## src/rtl/weight_pulse_if.sv

```systemverilog
// Car-door sensor levels into the pulse generator, and the pulse and status
// outputs toward weight_control.
// Signalling: there is no valid/ready handshake on this bundle. enter_raw and
// exit_raw are asynchronous levels sampled every cycle. weight_flip and
// weight_flip_reset are registered, edge-consumed pulses. The receiver must
// accept every pulse. Pulses are never back to back, so the receiver always
// sees a low gap between them.
interface weight_pulse_if;
  logic       enter_raw;
  logic       exit_raw;
  logic       weight_flip;
  logic       weight_flip_reset;
  logic [3:0] occupancy;
  logic [2:0] pending;
  logic       busy;
  logic       sensor_err;
  logic [2:0] state_dbg;

  modport master (
    output enter_raw, exit_raw,
    input  weight_flip, weight_flip_reset, occupancy, pending, busy,
           sensor_err, state_dbg
  );

  modport slave (
    input  enter_raw, exit_raw,
    output weight_flip, weight_flip_reset, occupancy, pending, busy,
           sensor_err, state_dbg
  );
endinterface

```

## src/rtl/weight_pulse_gen.sv

```systemverilog
// Door-sensor conditioning, occupancy bookkeeping and the weight_flip /
// weight_flip_reset pulse generator for the car-load interface.
module weight_pulse_gen #(
  parameter int         DEBOUNCE_CYCLES = 4,
  parameter int         PULSE_HIGH      = 2,
  parameter int         PULSE_LOW       = 2,
  parameter logic [3:0] MAX_OCC         = 4'd15
) (
  input logic           clk,
  input logic           reset,
  weight_pulse_if.slave bus
);
  localparam logic [2:0] S_IDLE    = 3'd0;
  localparam logic [2:0] S_FLIP_HI = 3'd1;
  localparam logic [2:0] S_FLIP_LO = 3'd2;
  localparam logic [2:0] S_RST_HI  = 3'd3;
  localparam logic [2:0] S_RST_LO  = 3'd4;

  localparam int            DW      = $clog2(DEBOUNCE_CYCLES + 1);
  localparam logic [DW-1:0] DB_LAST = DW'(DEBOUNCE_CYCLES - 1);
  localparam int            TW      =
    $clog2((PULSE_HIGH > PULSE_LOW ? PULSE_HIGH : PULSE_LOW) + 1);
  localparam logic [TW-1:0] HI_LAST = TW'(PULSE_HIGH - 1);
  localparam logic [TW-1:0] LO_LAST = TW'(PULSE_LOW - 1);

  // Bit 0 is the entry channel and bit 1 is the exit channel.
  logic [1:0]          raw;
  logic [1:0]          sync1_q, sync2_q;
  logic [1:0]          db_q, db_d, db_dly_q;
  logic [1:0][DW-1:0]  db_cnt_q, db_cnt_d;
  logic                enter_ev, exit_ev;

  logic [2:0]          state_q, state_d;
  logic [TW-1:0]       tmr_q, tmr_d;
  logic                launch_flip, launch_rst;
  logic [3:0]          occ_q, occ_d;
  logic [2:0]          pend_q, pend_d;
  logic                rst_req_q, rst_req_d;
  logic                err_q, err_d;
  logic                flip_q, flip_d;
  logic                frst_q, frst_d;

  assign raw      = {bus.exit_raw, bus.enter_raw};
  assign enter_ev = db_q[0] & ~db_dly_q[0];
  assign exit_ev  = db_q[1] & ~db_dly_q[1];

  // Debounce: flip the accepted level after enough consecutive differing samples.
  always_comb begin
    db_d     = db_q;
    db_cnt_d = db_cnt_q;
    for (int i = 0; i < 2; i++) begin
      if (sync2_q[i] != db_q[i]) begin
        if (db_cnt_q[i] == DB_LAST) begin
          db_d[i]     = ~db_q[i];
          db_cnt_d[i] = '0;
        end else begin
          db_cnt_d[i] = db_cnt_q[i] + DW'(1);
        end
      end else begin
        db_cnt_d[i] = '0;
      end
    end
  end

  // Pulse FSM: a started pulse always runs its full high and low phases.
  always_comb begin
    state_d     = state_q;
    tmr_d       = tmr_q;
    launch_flip = 1'b0;
    launch_rst  = 1'b0;
    case (state_q)
      S_IDLE: begin
        tmr_d = '0;
        if (rst_req_q) begin
          state_d    = S_RST_HI;
          launch_rst = 1'b1;
        end else if (pend_q != 3'd0) begin
          state_d     = S_FLIP_HI;
          launch_flip = 1'b1;
        end
      end
      S_FLIP_HI, S_RST_HI: begin
        if (tmr_q == HI_LAST) begin
          state_d = (state_q == S_FLIP_HI) ? S_FLIP_LO : S_RST_LO;
          tmr_d   = '0;
        end else begin
          tmr_d = tmr_q + TW'(1);
        end
      end
      S_FLIP_LO, S_RST_LO: begin
        if (tmr_q == LO_LAST) begin
          state_d = S_IDLE;
          tmr_d   = '0;
        end else begin
          tmr_d = tmr_q + TW'(1);
        end
      end
      default: begin
        state_d = S_IDLE;
        tmr_d   = '0;
      end
    endcase
  end

  // Occupancy, queue and error bookkeeping. Event updates override the FSM's dequeue.
  always_comb begin
    occ_d     = occ_q;
    pend_d    = pend_q;
    rst_req_d = rst_req_q;
    err_d     = err_q;
    if (launch_rst)  rst_req_d = 1'b0;
    if (launch_flip) pend_d = pend_q - 3'd1;
    if (enter_ev) begin
      // A full queue drops the boarding and flags it.
      if (pend_q == 3'd7) err_d = 1'b1;
      else                pend_d = pend_d + 3'd1;
      if (!exit_ev) begin
        if (occ_q == MAX_OCC) err_d = 1'b1;
        else                  occ_d = occ_q + 4'd1;
      end
    end else if (exit_ev) begin
      if (occ_q > 4'd1) begin
        occ_d = occ_q - 4'd1;
      end else if (occ_q == 4'd1) begin
        occ_d     = 4'd0;
        pend_d    = 3'd0;
        rst_req_d = 1'b1;
      end else begin
        err_d = 1'b1;
      end
    end
    flip_d = (state_d == S_FLIP_HI);
    frst_d = (state_d == S_RST_HI);
  end

  // All state registers. Reset clears pulses immediately.
  always_ff @(posedge clk or posedge reset) begin
    if (reset) begin
      sync1_q   <= '0;
      sync2_q   <= '0;
      db_q      <= '0;
      db_dly_q  <= '0;
      db_cnt_q  <= '0;
      state_q   <= S_IDLE;
      tmr_q     <= '0;
      occ_q     <= '0;
      pend_q    <= '0;
      rst_req_q <= 1'b0;
      err_q     <= 1'b0;
      flip_q    <= 1'b0;
      frst_q    <= 1'b0;
    end else begin
      sync1_q   <= raw;
      sync2_q   <= sync1_q;
      db_q      <= db_d;
      db_dly_q  <= db_q;
      db_cnt_q  <= db_cnt_d;
      state_q   <= state_d;
      tmr_q     <= tmr_d;
      occ_q     <= occ_d;
      pend_q    <= pend_d;
      rst_req_q <= rst_req_d;
      err_q     <= err_d;
      flip_q    <= flip_d;
      frst_q    <= frst_d;
    end
  end

  assign bus.weight_flip       = flip_q;
  assign bus.weight_flip_reset = frst_q;
  assign bus.occupancy         = occ_q;
  assign bus.pending           = pend_q;
  assign bus.busy              = (state_q != S_IDLE);
  assign bus.sensor_err        = err_q;
  assign bus.state_dbg         = state_q;
endmodule

```

## src/flat_wrapper.sv

```systemverilog
// flat-port wrapper written by rule: the top's interface ports become plain ports
module weight_pulse_gen_flat 
#(
  parameter int         DEBOUNCE_CYCLES = 4,
  parameter int         PULSE_HIGH      = 2,
  parameter int         PULSE_LOW       = 2,
  parameter logic [3:0] MAX_OCC         = 4'd15
)
  (clk, reset, bus_enter_raw, bus_exit_raw, bus_weight_flip, bus_weight_flip_reset, bus_occupancy, bus_pending, bus_busy, bus_sensor_err, bus_state_dbg);
  weight_pulse_if bus_i ();
  input logic clk;
  input logic reset;
  input wire logic [$bits(bus_i.enter_raw)-1:0] bus_enter_raw;
  input wire logic [$bits(bus_i.exit_raw)-1:0] bus_exit_raw;
  output wire logic [$bits(bus_i.weight_flip)-1:0] bus_weight_flip;
  output wire logic [$bits(bus_i.weight_flip_reset)-1:0] bus_weight_flip_reset;
  output wire logic [$bits(bus_i.occupancy)-1:0] bus_occupancy;
  output wire logic [$bits(bus_i.pending)-1:0] bus_pending;
  output wire logic [$bits(bus_i.busy)-1:0] bus_busy;
  output wire logic [$bits(bus_i.sensor_err)-1:0] bus_sensor_err;
  output wire logic [$bits(bus_i.state_dbg)-1:0] bus_state_dbg;
  assign bus_i.enter_raw = bus_enter_raw;
  assign bus_i.exit_raw = bus_exit_raw;
  assign bus_weight_flip = bus_i.weight_flip;
  assign bus_weight_flip_reset = bus_i.weight_flip_reset;
  assign bus_occupancy = bus_i.occupancy;
  assign bus_pending = bus_i.pending;
  assign bus_busy = bus_i.busy;
  assign bus_sensor_err = bus_i.sensor_err;
  assign bus_state_dbg = bus_i.state_dbg;
  weight_pulse_gen #(.DEBOUNCE_CYCLES(DEBOUNCE_CYCLES), .PULSE_HIGH(PULSE_HIGH), .PULSE_LOW(PULSE_LOW), .MAX_OCC(MAX_OCC)) u_core (.clk(clk), .reset(reset), .bus(bus_i));
endmodule
```

## config.mk

```make
export PLATFORM = sky130hd
export DESIGN_NAME = weight_pulse_gen_flat
export DESIGN_NICKNAME = d
export VERILOG_FILES = /design/src/rtl/weight_pulse_if.sv /design/src/rtl/weight_pulse_gen.sv /design/src/flat_wrapper.sv
export SDC_FILE = /design/constraint.sdc
export NUM_CORES = 1
export LEC_CHECK = 0
export BUFFER_PORTS_ARGS = -buffer_cell sky130_fd_sc_hd__buf_2
export CORE_ASPECT_RATIO = 0.8
export CORE_MARGIN = 5
export CORE_UTILIZATION = 40
export DETAILED_ROUTE_END_ITERATION = 10
export GPL_TIMING_DRIVEN = 0
export HOLD_SLACK_MARGIN = 0.12
export MAX_ROUTING_LAYER = met4
export SETUP_SLACK_MARGIN = 0.5
export SYNTH_ARGS = -nofsm -noshare
export SYNTH_HDL_FRONTEND = slang
export SYNTH_SLANG_ARGS = --single-unit
export TNS_END_PERCENT = 50
```

## constraint.sdc

```tcl
create_clock -name clk -period 6.3 [get_ports clk]
set_input_delay 0.945 -clock clk [delete_from_list [all_inputs] [get_ports clk]]
set_output_delay 0.945 -clock clk [all_outputs]
set_load 0.02 [all_outputs]
```

# --- Word-level counts from Yosys, hierarchy flattened ---
# Cells that the tools add are included.
word_totals:
  register_bits: 30
  wordCells: 100
classes:
  n_addsub: 7
  muxes: 41
  eq_ne: 18
  n_bitwise: 6
  n_reduce_logical: 12
  order_cmp: 1
ops:
  columns: ["cell", "count"]
  rows:
  - ["$mux W3", 15]
  - ["$mux W4", 6]
  - ["$mux W1", 17]
  - ["$eq A3 B2 Y1 const B", 5]
  - ["$add A3 B1 Y3 const B", 3]
  - ["$pmux W3 S3", 1]
  - ["$reduce_bool A3 Y1", 3]
  - ["$eq A3 B1 Y1 const B", 2]
  - ["$eq A3 B3 Y1 const B", 2]
  - ["$ne A2 B1 Y1 const B", 3]
  - ["$add A4 B1 Y4 const B", 1]
  - ["$eq A4 B1 Y1 const B", 1]
  - ["$eq A4 B4 Y1 const B", 1]
  - ["$gt A4 B1 Y1 const B", 1]
  - ["$mux W2", 2]
  - ["$not A1 Y1", 4]
  - ["$reduce_and A2 Y1", 2]
  - ["$reduce_and A4 Y1", 1]
  - ["$reduce_or A2 Y1", 2]
  - ["$reduce_or A4 Y1", 1]
  - ["$sub A4 B1 Y4 const B", 1]
  - ["$logic_not A3 Y1", 1]
  - ["$reduce_and A3 Y1", 1]
  - ["$sub A3 B1 Y3 const B", 1]
  - ["other kinds (6)", 8]

# --- Logic depth before layout (Yosys ltp) ---
depth:
  depth_word: 9
  ltp_mapped: 6
  mapped_depth_nobuf: 6

# --- Worst setup path before layout ---
# Ideal clock, no wire load.
synth_path:
  path_type: "reg2reg"
  startpoint: "register u_core.occ_q[1] (netlist: u_core.bus.occupancy[1])"
  endpoint: "register u_core.occ_q[0] (netlist: u_core.bus.occupancy[0])"
  setup_ns: 0.125
  setup_slack_ns: 4.127
  path_stages_with_launch: 7
  t_required_ns: 6.175
  synth_period_minus_slack_ns: 2.173
  t_arrival_ns: 2.048
  cell_sequence: "dfrtp_1 > inv_1 > ha_1 > or4b_4 > and3_4 > or2_4 > mux2_4"
synth_between:
  elab_chain_len: 4
  word_cells_on_any_way: 9
  classes_between: "order compare: 1; eq/ne: 3; mux: 3; reduce/logical: 2"
synth_rtl:
  columns: ["element", "line_no", "source"]
  rows:
  - ["start: declaration", "weight_pulse_gen.sv:36", "logic [3:0] occ_q, occ_d;"]
  - ["start signal: assignment", "weight_pulse_gen.sv:146", "occ_q <= '0;"]
  - ["start signal: assignment", "weight_pulse_gen.sv:160", "occ_q <= occ_d;"]
  - ["$gt A4 B1 Y1", "weight_pulse_gen.sv:122", "if (occ_q > 4'd1) begin"]
  - ["$mux W4", "weight_pulse_gen.sv:122", null]
  - ["$mux W4", "weight_pulse_gen.sv:121", "end else if (exit_ev) begin"]
  - ["$mux W4", "weight_pulse_gen.sv:113", "if (enter_ev) begin"]
# Parallel ways exist; a longest one is shown, timed or not. The select of a mux whose other input is x is not followed.
# A chain may end at the register's enable or synchronous reset.

# --- Worst setup path after layout ---
layout_path:
  startpoint: "register u_core.state_q[2] (netlist: u_core.bus.state_dbg[2])"
  endpoint: "output port bus_busy"
layout_between:
  elab_chain_len: 1
layout_rtl:
  columns: ["element", "line_no", "source"]
  rows:
  - ["start: declaration", "weight_pulse_gen.sv:33", "logic [2:0] state_q, state_d;"]
  - ["start signal: assignment", "weight_pulse_gen.sv:158", "state_q <= state_d;"]
  - ["$reduce_bool A3 Y1", "weight_pulse_gen.sv:173", "assign bus.busy = (state_q != S_IDLE);"]
  - ["end: declaration", "flat_wrapper.sv:19", "output wire logic [$bits(bus_i.busy)-1:0] bus_busy;"]
# Every way passes these cells.

==> results_dict.tcl <==
set metrics [dict create \
    status "finished, final reports clean" \
    final_nets 180 \
    worstReg2RegStart "u_core.bus.occupancy[1]$_DFFE_PP0P_" \
    gp_congestion 0.834 \
    finClkSkew_ns 0.00484 \
    cts_inserted_buffers 5 \
    grt_pass1_vias 1117 \
    drive_gt1_share_pct 24.3 \
    cpPeakStageDelay_ns 0.45 \
    post-route-util_pct 47.8 \
    wl_um 2880 \
    antenna_found_initial 0 \
    met2_length_um 1330 \
    dr.max_layer_used "met4" \
    reg2reg_to "u_core.bus.occupancy[1]$_DFFE_PP0P_" \
    grt_max_degree 31 \
    start_util_pct 41.3 \
    cts_tree "yes" \
    cpMaxStageDelayCell "dfrtp_1" \
    worstSetupEndpointType "output pin" \
    required_ns 5.35 \
    crit_type "reg2out" \
    hold_viol 0 \
    rsz0062_at_grt "false" \
    wl_met3_um 119 \
    design_area_um2 1810 \
    crit_path_start_kind "flip-flop" \
    post_dp_cell_area_um2 1710 \
    period_needed_ns 2.39 \
    synth_top_area_share_pct 48.2 \
    path_cells "or3_1 > buf_2 > buf_2" \
    synthArstFlopShare_pct 100 \
    area_delta_synth_final_pct 16.0 \
    clk_latency_ns 0.28 \
    syn_inst 144 \
    synth_most_common_cell "dfrtp_1" \
    dieArea_um2 5250 \
    synth_edf_count 0 \
    grt.overflow.total 0 \
    hp-start "u_core.sync1_q[1]$_DFF_PP0_" \
    hold_end "u_core.sync2_q[1]$_DFF_PP0_" \
    avgViaCountPerCell 5.10 \
    reg2reg_depth 6 \
    yosys.area.top_type "dfrtp_1" \
    drc_errors 0 \
    regToRegSetupSlack_ns 4.13 \
    p_leak_nw 0.850 \
    vdd.ir_drop.worst_uv 166 \
    slew_violations 0 \
    power_density_nw_per_um2 564 \
    grt_pass1_wl_um 5220 \
    dpl_worst_slack_ns 4.13 \
    portBuffers 17 \
    synth-seq-area-share_pct 48.2 \
    place.detailed.hpwl_um 2060 \
    die_w_um 79.8 \
    yosys-top-cells-area "dfrtp_1 48%, ha_1 6.4%, nand2_1 2.4%, nor2_1 2.4%, nor2b_1 2.4%" \
    tightest_slew_ns 1.12 \
    cap_violations 0 \
    synth.distinct_cells 48 \
    cts_resized 0 \
    rows 20 \
    hold_class "reg2reg" \
    cts-hold-fix-buffers 0 \
    synth.avg_cell_area_um2 10.8 \
    drt-initial-drc-count 103 \
    path_clk_slew_ns 0.07 \
    critPathMaxFanout 8 \
    cts_buffer_depth 2 \
    root_buffer "clkbuf_8" \
    finalCritPeriodShare_pct 38.0 \
    tns_ns 0 \
    n_antenna_cell 0 \
    synth_seq_cells 30 \
    chipHeight_um 65.8 \
    path_common_cell "buf_2" \
    fp.coreArea_um2 3780 \
    synth_area_um2 1560 \
    vias 1143 \
    clock.fmax_ghz 0.418 \
    critical_path_arrival_ns 1.45 \
    postCtsSetupBuffers 0 \
    grt_usage_pct 13.3 \
    min_path_cells 0 \
    synthFlopType "dfrtp_1" \
    routedWlPerCell_um 12.9 \
    synth_warnings 0 \
    cts.sinks 30 \
    max_slew_margin_pct 25.0 \
    io_pins 18 \
    layout_setup_ws_ns 3.91 \
    drt_pass1_iterations 4 \
    wl_met1_um 1380 \
    synth_common_cells "30 x dfrtp_1, 10 x nand2_1, 10 x nor2_1" \
    postSynthNetCount 156 \
    setup_viol 0 \
    ant_nets 0 \
    clock_tree.htree_level_count 2 \
]
## worst max-delay path: cells and delay by family (launching register included)
kind / cells / cell delay [ns]
AND/OR/NAND/NOR: 1 / 0.38
flip-flops: 1 / 0.45
buffers and inverters: 2 / 0.34
## metal layers
layer / vias up / GRT usage (%)
li1: 562 / -
met1: 556 / 17.4
met2: 19 / 18.9
met3: 6 / 4.36
met4: 0 / 6.12
met5: - / -
## worst max path at each step
stage                                           to  cells after the start                                start  slack, ns
2_1_floorplan  u_core.bus.occupancy[0]$_DFFE_PP0P_                      6  u_core.bus.occupancy[1]$_DFFE_PP0P_       4.13
3_3_place_gp   u_core.bus.occupancy[0]$_DFFE_PP0P_                      6  u_core.bus.occupancy[0]$_DFFE_PP0P_       4.16
3_5_place_dp   u_core.bus.occupancy[1]$_DFFE_PP0P_                      6  u_core.bus.occupancy[0]$_DFFE_PP0P_       4.13
4_1_cts                                   bus_busy                      3    u_core.bus.state_dbg[2]$_DFF_PP0_       3.90
5_1_grt                                   bus_busy                      3    u_core.bus.state_dbg[2]$_DFF_PP0_       3.83
6_report                                  bus_busy                      3    u_core.bus.state_dbg[2]$_DFF_PP0_       3.91
## cells by family after synthesis
logic type,synth area share [%]
multiplexers,5.38
buffers and inverters,3.69
adder cells (fa/ha/maj),6.42
XOR/XNOR,2.57
AND/OR/NAND/NOR,22.1
flip-flops,48.2
AO/OA/AOI/OAI,11.7
## per-stage QoR
| step | cells | hold slack [ns] | total power, mW |
|---|---|---|---|
| final | 224 | 0.349 | 1.02 |
| after global routing | 224 | 0.362 | 1.11 |
| after floorplan | 144 | 0.331 | 0.740 |
| after CTS | 224 | 0.351 | 1.03 |
| after detailed placement | 216 | 0.336 | 0.862 |
| after global placement | 216 | 0.334 | 0.842 |
## flip-flops by register name, indices dropped and copies added, names as in the netlist
| register | cells |
|---|---|
| u_core.db_cnt_q | 6 |
| u_core.bus.occupancy | 4 |
| u_core.bus.pending | 3 |
| u_core.bus.state_dbg | 3 |
| u_core.db_dly_q | 2 |
| u_core.db_q | 2 |
| u_core.sync1_q | 2 |
| u_core.sync2_q | 2 |
| u_core.tmr_q | 2 |
| u_core.bus.sensor_err | 1 |
| u_core.bus.weight_flip | 1 |
| u_core.bus.weight_flip_reset | 1 |
| u_core.rst_req_q | 1 |
## power by group
part,internal [mW],leakage (nW),switching [mW],total [mW]
combinational,0.244,0.429,0.277,0.521
clock,0.0877,0.0472,0.0747,0.162
sequential,0.261,0.373,0.0754,0.336
total,0.593,0.850,0.427,1.02
## cell type report
| class | count | area [um2] |
|---|---|---|
| fill | 358 | 1970 |
| inverter | 7 | 26.3 |
| tap | 55 | 68.8 |
| multi-input combinational | 102 | 751 |
| timing repair buffer | 17 | 85.1 |
| clock buffer | 6 | 82.6 |
| sequential | 30 | 751 |
| buffer | 5 | 31.3 |
| clock inverter | 2 | 12.5 |
## cell usage in the layout, fill, tap and decap left out, types with 2 or more instances in the layout
master	count
a21oi_1	3
buf_2	18
nor3b_1	3
o31ai_1	2
mux2_4	2
nand4_1	2
a31oi_1	3
nor2b_1	6
mux2i_1	2
clkbuf_1	2
ha_1	8
nor3_1	5
inv_1	7
a21o_1	2
nand2_1	10
clkbuf_8	6
o21ai_0	5
xnor2_1	2
nand2b_1	4
nand3_1	4
mux2_2	3
dfrtp_1	30
nor4_1	2
nor2_1	10
o22ai_1	2
Power figures use the tool's default switching activity.
